`src/rtl/common_types_pkg.sv`:
```
// ============================================================================
//  Module      : common_types_pkg
//  Description : Shared types for the MEM stage: FSM states and access sizes.
//  Revision    : 1.0  initial release
// ============================================================================
`default_nettype none

package common_types_pkg;

   typedef enum logic [1:0] {
      IDLE   = 2'd0,
      ACCESS = 2'd1,
      DONE   = 2'd2
   } memstg_state_t;

   localparam logic [1:0] MEM_BYTE = 2'd0;
   localparam logic [1:0] MEM_HALF = 2'd1;
   localparam logic [1:0] MEM_WORD = 2'd2;

endpackage

`default_nettype wire

```
`src/rtl/memory_stage_ctrl_if.sv`:
```
// ============================================================================
//  Module      : memory_stage_ctrl_if
//  Description : Data-memory bus between the MEM stage and the memory.
//  Revision    : 1.0  initial release
// ============================================================================
`default_nettype none

interface memory_stage_ctrl_if;
   logic        dreq_ren;
   logic        dreq_wen;
   logic [31:0] dreq_addr;
   logic [31:0] dreq_wdata;
   logic [3:0]  dreq_strobe;
   logic        dmem_ready;
   logic [31:0] dmem_rdata;

   modport master (
      output dreq_ren, dreq_wen, dreq_addr, dreq_wdata, dreq_strobe,
      input  dmem_ready, dmem_rdata
   );

   modport slave (
      input  dreq_ren, dreq_wen, dreq_addr, dreq_wdata, dreq_strobe,
      output dmem_ready, dmem_rdata
   );
endinterface

`default_nettype wire

```
`src/rtl/mem_lane_align.sv`:
```
// ============================================================================
//  Module      : mem_lane_align
//  Description : Byte-lane strobes, store replication, load right-justify and
//                misalignment detection (purely combinational).
//  Revision    : 1.0  initial release
// ============================================================================
`default_nettype none

module mem_lane_align
   import common_types_pkg::*;
(
   input  logic [1:0]  size,
   input  logic [1:0]  addr_lo,
   input  logic [31:0] wdata,
   input  logic [31:0] rdata,
   output logic [3:0]  strobe,
   output logic [31:0] wdata_lanes,
   output logic [31:0] load_data,
   output logic        misaligned
);

   always_comb begin
      strobe      = 4'b1111;
      wdata_lanes = wdata;
      misaligned  = 1'b0;
      case (size)
         MEM_BYTE: begin
            strobe      = 4'b0001 << addr_lo;
            wdata_lanes = {4{wdata[7:0]}};
         end
         MEM_HALF: begin
            strobe      = 4'b0011 << addr_lo;
            wdata_lanes = {2{wdata[15:0]}};
            misaligned  = addr_lo[0];
         end
         // Word and the unused encoding both behave as a full word
         default: begin
            strobe      = 4'b1111;
            wdata_lanes = wdata;
            misaligned  = (addr_lo != 2'b00);
         end
      endcase
   end

   assign load_data = rdata >> {addr_lo, 3'b000};

endmodule

`default_nettype wire

```
`src/rtl/memory_stage_ctrl.sv`:
```
// ============================================================================
//  Module      : memory_stage_ctrl
//  Description : MEM-stage sequencer: issues loads/stores to the data bus,
//                absorbs wait states, and steers the mem/wb latch and stall.
//  Revision    : 1.0  initial release
// ============================================================================
`default_nettype none

module memory_stage_ctrl
   import common_types_pkg::*;
#(
   parameter int TIMEOUT = 16
) (
   input  logic                clk,
   input  logic                rst,
   input  logic                mem_valid,
   input  logic                mem_read,
   input  logic                mem_write,
   input  logic [1:0]          mem_size,
   input  logic [31:0]         mem_addr,
   input  logic [31:0]         mem_wdata,
   input  logic                ext_flush,
   memory_stage_ctrl_if.master dbus,
   output logic [31:0]         dload,
   output logic                mem_wb_en,
   output logic                mem_wb_flush,
   output logic                stall,
   output logic                fault
);

   localparam int              CNT_W    = (TIMEOUT > 2) ? $clog2(TIMEOUT) : 1;
   localparam logic [CNT_W-1:0] CNT_LAST = CNT_W'(TIMEOUT - 1);

   memstg_state_t    r_state;
   memstg_state_t    w_next_state;
   logic [CNT_W-1:0] r_cnt;
   logic             r_err;
   logic             r_flush_seen;
   logic [31:0]      r_dload;

   logic        w_access;
   logic        w_timeout;
   logic [3:0]  w_strobe;
   logic [31:0] w_wdata_lanes;
   logic [31:0] w_load_data;
   logic        w_misaligned;

   logic        w_ren;
   logic        w_wen;
   logic [31:0] w_addr;
   logic [31:0] w_wdata;
   logic [3:0]  w_strobe_out;

   mem_lane_align u_align (
      .size        (mem_size),
      .addr_lo     (mem_addr[1:0]),
      .wdata       (mem_wdata),
      .rdata       (dbus.dmem_rdata),
      .strobe      (w_strobe),
      .wdata_lanes (w_wdata_lanes),
      .load_data   (w_load_data),
      .misaligned  (w_misaligned)
   );

   assign w_access = mem_valid & (mem_read | mem_write);

   always_ff @(posedge clk) begin
      if (rst) begin
         r_state      <= IDLE;
         r_cnt        <= '0;
         r_err        <= 1'b0;
         r_flush_seen <= 1'b0;
         r_dload      <= '0;
      end else begin
         r_state <= w_next_state;
         case (r_state)
            ACCESS: begin
               r_cnt <= r_cnt + CNT_W'(1);
               if (dbus.dmem_ready) r_dload <= w_load_data;
               if (w_timeout) r_err <= 1'b1;
               // A flush never aborts the bus cycle; it is replayed in DONE
               if (ext_flush) r_flush_seen <= 1'b1;
            end
            DONE: begin
               r_cnt        <= '0;
               r_err        <= 1'b0;
               r_flush_seen <= 1'b0;
            end
            default: ;
         endcase
      end
   end

   always_comb begin
      w_next_state = r_state;
      w_timeout    = 1'b0;
      w_ren        = 1'b0;
      w_wen        = 1'b0;
      w_addr       = '0;
      w_wdata      = '0;
      w_strobe_out = '0;
      mem_wb_en    = 1'b1;
      mem_wb_flush = 1'b0;
      stall        = 1'b0;
      fault        = 1'b0;
      if (rst) begin
         mem_wb_flush = 1'b1;
      end else begin
         case (r_state)
            IDLE: begin
               mem_wb_flush = ext_flush;
               if (w_access) begin
                  if (w_misaligned) begin
                     fault        = 1'b1;
                     mem_wb_flush = 1'b1;
                  end else begin
                     stall        = 1'b1;
                     mem_wb_en    = 1'b0;
                     w_next_state = ACCESS;
                  end
               end
            end
            ACCESS: begin
               // A read+write combination is issued as a plain store
               w_ren        = mem_read & ~mem_write;
               w_wen        = mem_write;
               w_addr       = {mem_addr[31:2], 2'b00};
               w_wdata      = w_wdata_lanes;
               w_strobe_out = mem_write ? w_strobe : 4'b0000;
               stall        = 1'b1;
               mem_wb_en    = 1'b0;
               if (dbus.dmem_ready) begin
                  w_next_state = DONE;
               end else if (r_cnt == CNT_LAST) begin
                  w_timeout    = 1'b1;
                  w_next_state = DONE;
               end
            end
            DONE: begin
               mem_wb_flush = r_err | r_flush_seen;
               fault        = r_err;
               w_next_state = IDLE;
            end
            default: w_next_state = IDLE;
         endcase
      end
   end

   assign dbus.dreq_ren    = w_ren;
   assign dbus.dreq_wen    = w_wen;
   assign dbus.dreq_addr   = w_addr;
   assign dbus.dreq_wdata  = w_wdata;
   assign dbus.dreq_strobe = w_strobe_out;
   assign dload            = r_dload;

endmodule

`default_nettype wire

```
`src/flat_wrapper.sv`:
```
// flat-port wrapper written by rule: the top's interface ports become plain ports
module memory_stage_ctrl_flat import common_types_pkg::*;
#(
   parameter int TIMEOUT = 16
)
  (clk, rst, mem_valid, mem_read, mem_write, mem_size, mem_addr, mem_wdata, ext_flush, dload, mem_wb_en, mem_wb_flush, stall, fault, dbus_dreq_ren, dbus_dreq_wen, dbus_dreq_addr, dbus_dreq_wdata, dbus_dreq_strobe, dbus_dmem_ready, dbus_dmem_rdata);
  memory_stage_ctrl_if dbus_i ();
  input  logic clk;
  input  logic rst;
  input  logic mem_valid;
  input  logic mem_read;
  input  logic mem_write;
  input  logic [1:0] mem_size;
  input  logic [31:0] mem_addr;
  input  logic [31:0] mem_wdata;
  input  logic ext_flush;
  output logic [31:0] dload;
  output logic mem_wb_en;
  output logic mem_wb_flush;
  output logic stall;
  output logic fault;
  output wire logic [$bits(dbus_i.dreq_ren)-1:0] dbus_dreq_ren;
  output wire logic [$bits(dbus_i.dreq_wen)-1:0] dbus_dreq_wen;
  output wire logic [$bits(dbus_i.dreq_addr)-1:0] dbus_dreq_addr;
  output wire logic [$bits(dbus_i.dreq_wdata)-1:0] dbus_dreq_wdata;
  output wire logic [$bits(dbus_i.dreq_strobe)-1:0] dbus_dreq_strobe;
  input wire logic [$bits(dbus_i.dmem_ready)-1:0] dbus_dmem_ready;
  input wire logic [$bits(dbus_i.dmem_rdata)-1:0] dbus_dmem_rdata;
  assign dbus_dreq_ren = dbus_i.dreq_ren;
  assign dbus_dreq_wen = dbus_i.dreq_wen;
  assign dbus_dreq_addr = dbus_i.dreq_addr;
  assign dbus_dreq_wdata = dbus_i.dreq_wdata;
  assign dbus_dreq_strobe = dbus_i.dreq_strobe;
  assign dbus_i.dmem_ready = dbus_dmem_ready;
  assign dbus_i.dmem_rdata = dbus_dmem_rdata;
  memory_stage_ctrl #(.TIMEOUT(TIMEOUT)) u_core (.clk(clk), .rst(rst), .mem_valid(mem_valid), .mem_read(mem_read), .mem_write(mem_write), .mem_size(mem_size), .mem_addr(mem_addr), .mem_wdata(mem_wdata), .ext_flush(ext_flush), .dbus(dbus_i), .dload(dload), .mem_wb_en(mem_wb_en), .mem_wb_flush(mem_wb_flush), .stall(stall), .fault(fault));
endmodule
```
`config.mk`:
```
export PLATFORM = sky130hd
export DESIGN_NAME = memory_stage_ctrl_flat
export DESIGN_NICKNAME = d
export VERILOG_FILES = /design/src/rtl/common_types_pkg.sv /design/src/rtl/memory_stage_ctrl_if.sv /design/src/rtl/mem_lane_align.sv /design/src/rtl/memory_stage_ctrl.sv /design/src/flat_wrapper.sv
export SDC_FILE = /design/constraint.sdc
export NUM_CORES = 1
export LEC_CHECK = 0
export ABC_CLOCK_PERIOD_IN_PS = 3740
export CAP_MARGIN = 20
export CORE_ASPECT_RATIO = 2
export CORE_MARGIN = 2
export CORE_UTILIZATION = 39
export CTS_CLUSTER_DIAMETER = 120
export DETAILED_ROUTE_END_ITERATION = 10
export PLACE_DENSITY = 0.95
export SYNTH_ARGS = -nofsm -noshare
export SYNTH_HDL_FRONTEND = slang
export SYNTH_HIERARCHICAL = 1
export SYNTH_SLANG_ARGS = --single-unit
export TNS_END_PERCENT = 10
```
`constraint.sdc`:
```
create_clock -name clk -period 3.74 [get_ports clk]
set_input_delay 0.748 -clock clk [delete_from_list [all_inputs] [get_ports clk]]
set_output_delay 0.748 -clock clk [all_outputs]
set_load 0.02 [all_outputs]
```
Word level (Yosys, flattened, before mapping):

Index checks and enable logic that the tools add are counted.

* logic and storage cells: 74
* output and inout port bits: 106
* flip-flop bits (word level): 40
* bits of input ports: 105

* equal/unequal tests: 9
* shift operators: 3
* multiplexer cells: 43
* $add $sub $neg: 1
* bitwise gates (word level): 5
* reductions and logical operators: 8

Operators with widths (count)
* $mux 32: 4
* $pmux 32 s2: 1
* $shr 32x5->32: 1
* $mux 1: 21
* $pmux 4 s2: 2
* $pmux 1 s2: 7
* $mux 4: 3
* $mux 2: 4
* $reduce_and 2->1: 3
* $add 4x1->4 const B: 1
* $eq 2x1->1 const B: 2
* $eq 4x4->1 const B: 1
* $logic_not 2->1: 2
* $ne 2x1->1 const B: 2
* $ne 2x2->1 const B: 2
* $pmux 2 s2: 1
* $reduce_bool 2->1: 2
* $shl 1x2->4 const A: 1
* $shl 2x2->4 const A: 1
* $ne 3x2->1 const B: 1
* $reduce_and 3->1: 1
* $and 1x1->1: 2
* $eq 2x2->1 const B: 1
* $or 1x1->1: 2
* $not 1->1: 1

Longest topological paths before layout:

Gate-level depths: netlist (run 1).

* depth after elaboration: 7
* mapped depth: 7
* mapped depth without buffers: 5

Hierarchy:

The synthesis (run 1) kept the hierarchy.

By module, submodules not included
* memory_stage_ctrl: cells an instance 283, seq. area each 800.8 µm², instances 1, area each 2092.0 µm²
* mem_lane_align: cells an instance 127, seq. area each 0.0 µm², instances 1, area each 1013.5 µm²

Worst setup path before layout (run 1):

Ideal clock, no wire load.

* kind: input to output
* from: in mem_addr[1]
* to: out stall
* setup slack: 1.155 ns
* required time: 2.992 ns
* cell stages on the path: 5
* arrival: 1.837 ns
* path through: buf_6 -> nor2_1 -> nor2_1 -> nand3b_1 -> a21oi_1

* word-level cells in the longest chain between the ends: 6

Ends and longest elaborated chain
* start, declared: line flat_wrapper.sv:14 `input logic [31:0] mem_addr;`
* $reduce_bool 2->1: line mem_lane_align.sv:40 `misaligned = (addr_lo != 2'b00);`
* $pmux 1 s2: line mem_lane_align.sv:26 `case (size)`
* net u_core.w_misaligned: line memory_stage_ctrl.sv:46 `logic w_misaligned;`
* $mux 1: line memory_stage_ctrl.sv:113 `if (w_misaligned) begin`
* $mux 1: line memory_stage_ctrl.sv:112 `if (w_access) begin`
* $pmux 1 s2: line memory_stage_ctrl.sv:109 `case (r_state)`
* $mux 1: line memory_stage_ctrl.sv:106 `if (rst) begin`
* end, declared: line flat_wrapper.sv:20 `output logic stall;`

The timed path passes the listed nets, and every way through them passes these cells.

Worst setup path in the final report (run 1):

* from: in mem_size[1]
* to: out dbus_dreq_wdata[15]

* word-level cells in the longest chain between the ends: 4

Ends and longest elaborated chain
* start, declared: line flat_wrapper.sv:13 `input logic [1:0] mem_size;`
* $eq 2x1->1 or $logic_not 2->1 (tied branches): line mem_lane_align.sv:26
* $pmux 32 s2 (*): line mem_lane_align.sv:26
* net u_core.w_wdata_lanes[15]: line memory_stage_ctrl.sv:44 `logic [31:0] w_wdata_lanes;`
* $mux 32 (*): line memory_stage_ctrl.sv:109
* $mux 32 (*): line memory_stage_ctrl.sv:106
* end, declared: line flat_wrapper.sv:25 `output wire logic [$bits(dbus_i.dreq_wdata)-1:0] dbus_dreq_wdata;`

The timed path passes the listed nets; every way through them passes the cells marked *.

==> flow_metrics.env, run 1 <==
export IMPL_syn_inst=410
export IMPL_syn_to_final_growth_pct=72.2
export IMPL_p_leak_nw=2.04
export IMPL_ys_ff_latch=40
export IMPL_clk_pin_slew_ns=0.06
export IMPL_cts_hold_buffers=0
export IMPL_hold_viol=0
export IMPL_hpwl_um=9040
export IMPL_synth_compound_area_frac=0.139
export IMPL_synth_avg_cell_area_sq_um=7.57
export IMPL_cts_sinks=40
export IMPL_slew_headroom=0.257
export IMPL_drtAntennaViolNets=0
export IMPL_nets=704
export IMPL_synthMuxAreaShare=0.187
export IMPL_cts_buffers_inserted=5
export IMPL_synthArstFlopShare=0
export IMPL_fp_coreArea_sq_mm=0.00783
export IMPL_cts_resized=0
export IMPL_grt_usage=0.252
export IMPL_dieHeight_um=130
export IMPL_worst_slew_pin_slew_ns=1.11
export IMPL_cts_tree="built"
export IMPL_setup_tns_ns=0
export IMPL_fmax_mhz=284
export IMPL_fin_area_sq_mm=0.00535
export IMPL_hold_start="u_core/dload[13]"
export IMPL_place_inst=684
export IMPL_clock_root_buffer="clkbuf_16"
export IMPL_rsz0062_at_grt="false"
export IMPL_yosys_warnings=6
export IMPL_synth_top_family_by_area="simple AND/OR/NAND/NOR gates"
export IMPL_synth_fa_ha_area_frac=0.0161
export IMPL_timing_rr_start="u_core/r_state[1]"
export IMPL_fin_cells=691
export IMPL_die_w_um=67.1
export IMPL_routed_via_density=5.20
export IMPL_synth_edf_count=0
export IMPL_rows=46
export IMPL_slew_violations=0
export IMPL_final_cell_mix="clkdlybuf4s50_1, nand2_1, and2_1"
export IMPL_cts_setup_buffers=0
export IMPL_cts_max_path_buffers=2
export IMPL_hp_class="flip-flop to flip-flop"
export IMPL_ioPinCount=211
export IMPL_setup_viol=0
export IMPL_drc=0
export IMPL_total_power_mw=1.45
export IMPL_netlist_area_sq_mm=0.00311
export IMPL_vias=3591
export IMPL_setup_ws_ns=0.220
export IMPL_synth_cell_types=45
export IMPL_gp_congestion=0.896
export IMPL_pwr_density_cell_mw_per_mm2=272
export IMPL_synth_main_ff_cell="dfxtp_1"
export IMPL_first_pass_iters=5
export IMPL_antenna_found_initial=0
export IMPL_grt_pass1_wl_um=17000
export IMPL_drt_iter0_markers=243
export IMPL_clkLatencyLatePin_ns=0.28
export IMPL_final_common_cell="clkdlybuf4s50_1"
export IMPL_synth_xor_area_frac=0
export IMPL_ir_worst_vdd_mv=0.207
export IMPL_fin_crit_ns=3.52
export IMPL_ys_seq_area_frac=0.258
export IMPL_wl_per_cell_um=16.8
export IMPL_numPortBuffers=208
export IMPL_synthSimpleGateAreaFrac=0.313
export IMPL_diodes=0
export IMPL_maxCapViolCount=0
export IMPL_worstPathMaxFanout=8
export IMPL_place_area_sq_mm=0.00516
export IMPL_final_core_util=0.683
export IMPL_grt_max_degree=68
export IMPL_routed_wl_um=11600
export IMPL_worst_endpoint_required_ns=2.99
export IMPL_period_share=0.941
export IMPL_end_kind="output pin"
export IMPL_path_class="input pin to output pin"
export IMPL_crit_arrival_ns=2.77
export IMPL_dp_slack_ns=0.207
export IMPL_grt_pass1_vias=3381
export IMPL_fp_dieArea_sq_mm=0.00874
export IMPL_cts_htree_levels=2
export IMPL_startpoint="mem_size[1]"
export IMPL_startpoint_type="input pin"
export IMPL_skew_ns=0.00581
export IMPL_overflow=0
export IMPL_worst_hold_slack_ns=0.453
export IMPL_status="completed"
export IMPL_drive_above_1_share=0.0639
export IMPL_start_util=0.397
[final cells by class]
cell class	instances	area [sq um]
inverter	5	18.8
fill	607	2480
tap	96	120
timing repair buffer	218	2170
multi-input combinational	325	2050
clock buffer	5	125
sequential	40	801
clock inverter	2	60.1
[cell usage after synthesis (all sizes together), types with 2 or more instances]
cell type / number / area share
nand2: 76 / 0.092
and2: 72 / 0.15
dfxtp: 40 / 0.26
mux2i: 40 / 0.13
a21oi: 39 / 0.063
buf: 25 / 0.058
clkbuf: 16 / 0.021
mux2: 16 / 0.058
nor2: 16 / 0.020
o21ai: 13 / 0.021
o2bb2ai: 8 / 0.023
and3: 5 / 0.010
inv: 5 / 0.0060
ha: 4 / 0.016
nand2b: 3 / 0.0060
a31oi: 2 / 0.0040
nand3: 2 / 0.0032
nand3b: 2 / 0.0048
nor2b: 2 / 0.0040
nor3: 2 / 0.0032
nor3b: 2 / 0.0048
o211ai: 2 / 0.0048
or2b: 2 / 0.0048
or4: 2 / 0.0048
[report_power, final]
| group | switching, mW | leakage, nW | internal [mW] | total (mW) |
|---|---|---|---|---|
| registers | 0.0101 | 0.323 | 0.440 | 0.451 |
| logic | 0.213 | 1.63 | 0.244 | 0.457 |
| clock network | 0.166 | 0.0899 | 0.378 | 0.544 |
[worst max-delay path: stages]
cell and delay, ns:
clkdlybuf4s50_1 0.54, nor2_2 0.42, mux2_2 0.40, and2_1 0.13, clkdlybuf4s50_1 0.52
[routing by layer]
layer / share of wire / GRT usage
met5: 0 / 0
met4: 0.034 / 0.0948
met3: 0.13 / 0.0931
met2: 0.48 / 0.427
met1: 0.35 / 0.282
[registers in the layout, summed over array words and instances (netlist names)]
name / flops
u_core/dload: 32
u_core/r_flush_seen: 1
u_core/r_err: 1
u_core/r_cnt: 4
u_core/r_state: 2
[path summary, 6_finish.rpt]
kind	endpoint	slack (ns)	depth (start not counted)
worst max-delay path	dbus_dreq_wdata[15]	0.22	5
worst min-delay path	u_core/dload[13]	0.45	2
worst max register to register	u_core/dload[21]	1.71	5
worst min register to register	u_core/dload[13]	0.45	2
[kinds of logic (layout without fill, tap and decap cells)]
kind of cell | Yosys count | count (layout)
multiplexers | 56 | 56
flip-flops | 40 | 40
AND/OR/NAND/NOR | 190 | 190
other | 1 | 2
AO/OA/AOI/OAI | 73 | 73
buffers and inverters | 46 | 230
adder cells (fa/ha/maj) | 4 | 4
Note: power is estimated with default switching activity, not from simulation.
==> run 2, diff against run 1 <==
--- a/config.mk
+++ b/config.mk
@@ -5,14 +5,14 @@
 export SDC_FILE = /design/constraint.sdc
 export NUM_CORES = 1
 export LEC_CHECK = 0
-export ABC_CLOCK_PERIOD_IN_PS = 3740
+export ABC_CLOCK_PERIOD_IN_PS = 3100
 export CAP_MARGIN = 20
 export CORE_ASPECT_RATIO = 2
 export CORE_MARGIN = 2
-export CORE_UTILIZATION = 39
-export CTS_CLUSTER_DIAMETER = 120
+export CORE_UTILIZATION = 33
 export DETAILED_ROUTE_END_ITERATION = 10
-export PLACE_DENSITY = 0.95
+export PLACE_DENSITY = 0.88
+export SKIP_CTS_REPAIR_TIMING = 1
 export SYNTH_ARGS = -nofsm -noshare
 export SYNTH_HDL_FRONTEND = slang
 export SYNTH_HIERARCHICAL = 1
==> constraint.sdc (replaced) <==
create_clock -name clk -period 3.1 [get_ports clk]
set_input_delay 0.62 -clock clk [delete_from_list [all_inputs] [get_ports clk]]
set_output_delay 0.62 -clock clk [all_outputs]
set_load 0.02 [all_outputs]
==> flow_metrics.env, run 2 (synthesis results as in run 1) <==
export IMPL_cts_sinks=40
export IMPL_fmax_mhz=324
export IMPL_final_cell_mix="clkdlybuf4s50_1, nand2_1, and2_1"
export IMPL_clock_power_share=0.306
export IMPL_grt_pass1_wl_um=17400
export IMPL_setup_ws_ns=0.0134
export IMPL_final_common_cell="clkdlybuf4s50_1"
export IMPL_r2r_end="u_core/dload[21]"
export IMPL_grt_max_degree=68
export IMPL_swShare=0.291
export IMPL_cts_max_path_buffers=2
export IMPL_drtAntennaViolNets=0
export IMPL_first_pass_iters=4
export IMPL_antenna_found_initial=1
export IMPL_crit_path_top_delay_cell="clkdlybuf4s50_1"
export IMPL_clkLatencyLatePin_ns=0.28
export IMPL_rr_worst_depth=5
export IMPL_critPathTopFamily="buffers and inverters"
export IMPL_hold_viol=0
export IMPL_maxCapViolCount=0
export IMPL_worstPathMaxFanout=8
export IMPL_setup_viol=0
export IMPL_cp_slowest_stage_delay_ns=0.60
export IMPL_grt_pass1_vias=3555
export IMPL_hold_start="u_core/dload[0]"
export IMPL_routed_wl_um=11500
export IMPL_vias=3569
export IMPL_routed_via_density=5.05
export IMPL_gp_congestion=0.871
export IMPL_pwr_share_seq=0.343
export IMPL_fp_coreArea_sq_mm=0.00926
export IMPL_hold_end="u_core/dload[0]"
export IMPL_holdPathStages=2
export IMPL_final_core_util=0.584
export IMPL_timing_rr_start="u_core/r_state[1]"
export IMPL_crit_arrival_ns=2.47
export IMPL_numPortBuffers=208
export IMPL_dp_slack_ns=-0.0423
export IMPL_p_leak_nw=2.27
export IMPL_fp_dieArea_sq_mm=0.0102
export IMPL_pwr_density_cell_mw_per_mm2=293
export IMPL_worst_slew_pin_slew_ns=0.596
export IMPL_crit_top_cell="clkdlybuf4s50_1"
export IMPL_overflow=0
export IMPL_diodes=0
export IMPL_status="completed"
export IMPL_dieHeight_um=141
export IMPL_ioPinCount=211
export IMPL_cellInternalPower_mw=1.12
export IMPL_drt_iter0_markers=110
export IMPL_slew_violations=0
export IMPL_die_w_um=72.6
export IMPL_ir_worst_vdd_mv=0.433
export IMPL_setup_tns_ns=0
export IMPL_worst_endpoint_required_ns=2.48
export IMPL_combinationalPowerShare=0.351
export IMPL_worst_hold_slack_ns=0.454
export IMPL_cts_htree_levels=2
export IMPL_slew_headroom=0.603
export IMPL_hpwl_um=9250
export IMPL_grt_usage=0.216
export IMPL_total_power_mw=1.59
export IMPL_hp_class="flip-flop to flip-flop"
export IMPL_end_kind="output pin"
export IMPL_clk_pin_slew_ns=0.06
export IMPL_skew_ns=0.00284
export IMPL_rsz0062_at_grt="true"
export IMPL_path_class="input pin to output pin"
export IMPL_startpoint_type="input pin"
export IMPL_crit_path_cell_trace="clkdlybuf4s50_1 -> buf_4 -> mux2i_1 -> o21ai_0 -> and2_1 -> clkdlybuf4s50_1"
export IMPL_period_share=0.996
export IMPL_nets=712
export IMPL_ff2ff_setup_slack_ns=1.34
export IMPL_cts_buffers_inserted=5
export IMPL_wl_per_cell_um=16.3
export IMPL_rows=50
export IMPL_syn_to_final_growth_pct=74.1
export IMPL_clock_root_buffer="clkbuf_16"
export IMPL_largest_register_ffs=32
export IMPL_crit_buf_inv=3
export IMPL_start_util=0.335
export IMPL_drive_above_1_share=0.0779
export IMPL_drc=0
export IMPL_p_sw_mw=0.462
export IMPL_fin_crit_ns=3.09
export IMPL_cts_tree="built"
==> run 2: cell count changes in the layout (fill, tap and decap cells not counted) <==
cell / change
bufinv_16: -2
clkbuf_1: +1
buf_2: +2
buf_6: +1
clkinv_2: +1
buf_4: +6
dlymetal6s2s_1: +14
clkdlybuf4s50_1: -16
buf_12: +1
==> run 2: through the flow <==
stage | std cells | cell area [sq um]
after global placement | 700 | 5230
final | 707 | 5410
after detailed placement | 700 | 5230
after CTS | 707 | 5370
after floorplan | 411 | 3110
after global routing | 707 | 5410
==> run 2: worst reg2reg max path: cells and delay by family (launching register included) <==
| family | cells | cell delay, ns |
|---|---|---|
| and+or+nand+nor | 2 | 0.77 |
| adders and majority gates | 1 | 0.34 |
| DFF | 1 | 0.33 |
| AOI/OAI and AO/OA | 1 | 0.15 |
| buffers and inverters | 1 | 0.11 |
==> run 2: power by group through the flow <==
stage	clock (mW)	combinational, mW	sequential [mW]
after floorplan	0	0.267	0.565
after global placement	0	0.543	0.554
after detailed placement	0	0.556	0.555
after CTS	0.503	0.559	0.544
after global routing	0.528	0.594	0.546
final	0.486	0.556	0.544
==> run 2: worst max-delay path by stage <==
stage	from	endpoint	slack [ns]	depth (start not counted)
CTS	mem_size[0]	stall	-0.05	7
global placement	mem_addr[1]	dbus_dreq_strobe[2]	-0.002	6
finish	mem_size[0]	dbus_dreq_wdata[28]	0.01	6
global route	mem_size[0]	dbus_dreq_wdata[30]	-0.04	6
floorplan	mem_addr[1]	stall	0.77	5
detailed placement	mem_size[0]	stall	-0.04	7
==> run 2: layer usage <==
layer,track usage,share of wire,wire length (um)
met1,0.197,0.33,3790
met2,0.424,0.55,6370
met3,0.0515,0.085,976
met4,0.0965,0.035,402
met5,0,0.00095,11
==> run 2: cell type report <==
type                            count  area, sq um
Sequential cell                    40          801
Tap cell                          104          130
Multi-Input combinational cell    325         2050
Timing Repair Buffer              226         2270
Clock inverter                      1         5.00
Inverter                            5         18.8
Fill cell                         835         3850
Clock buffer                        6          129
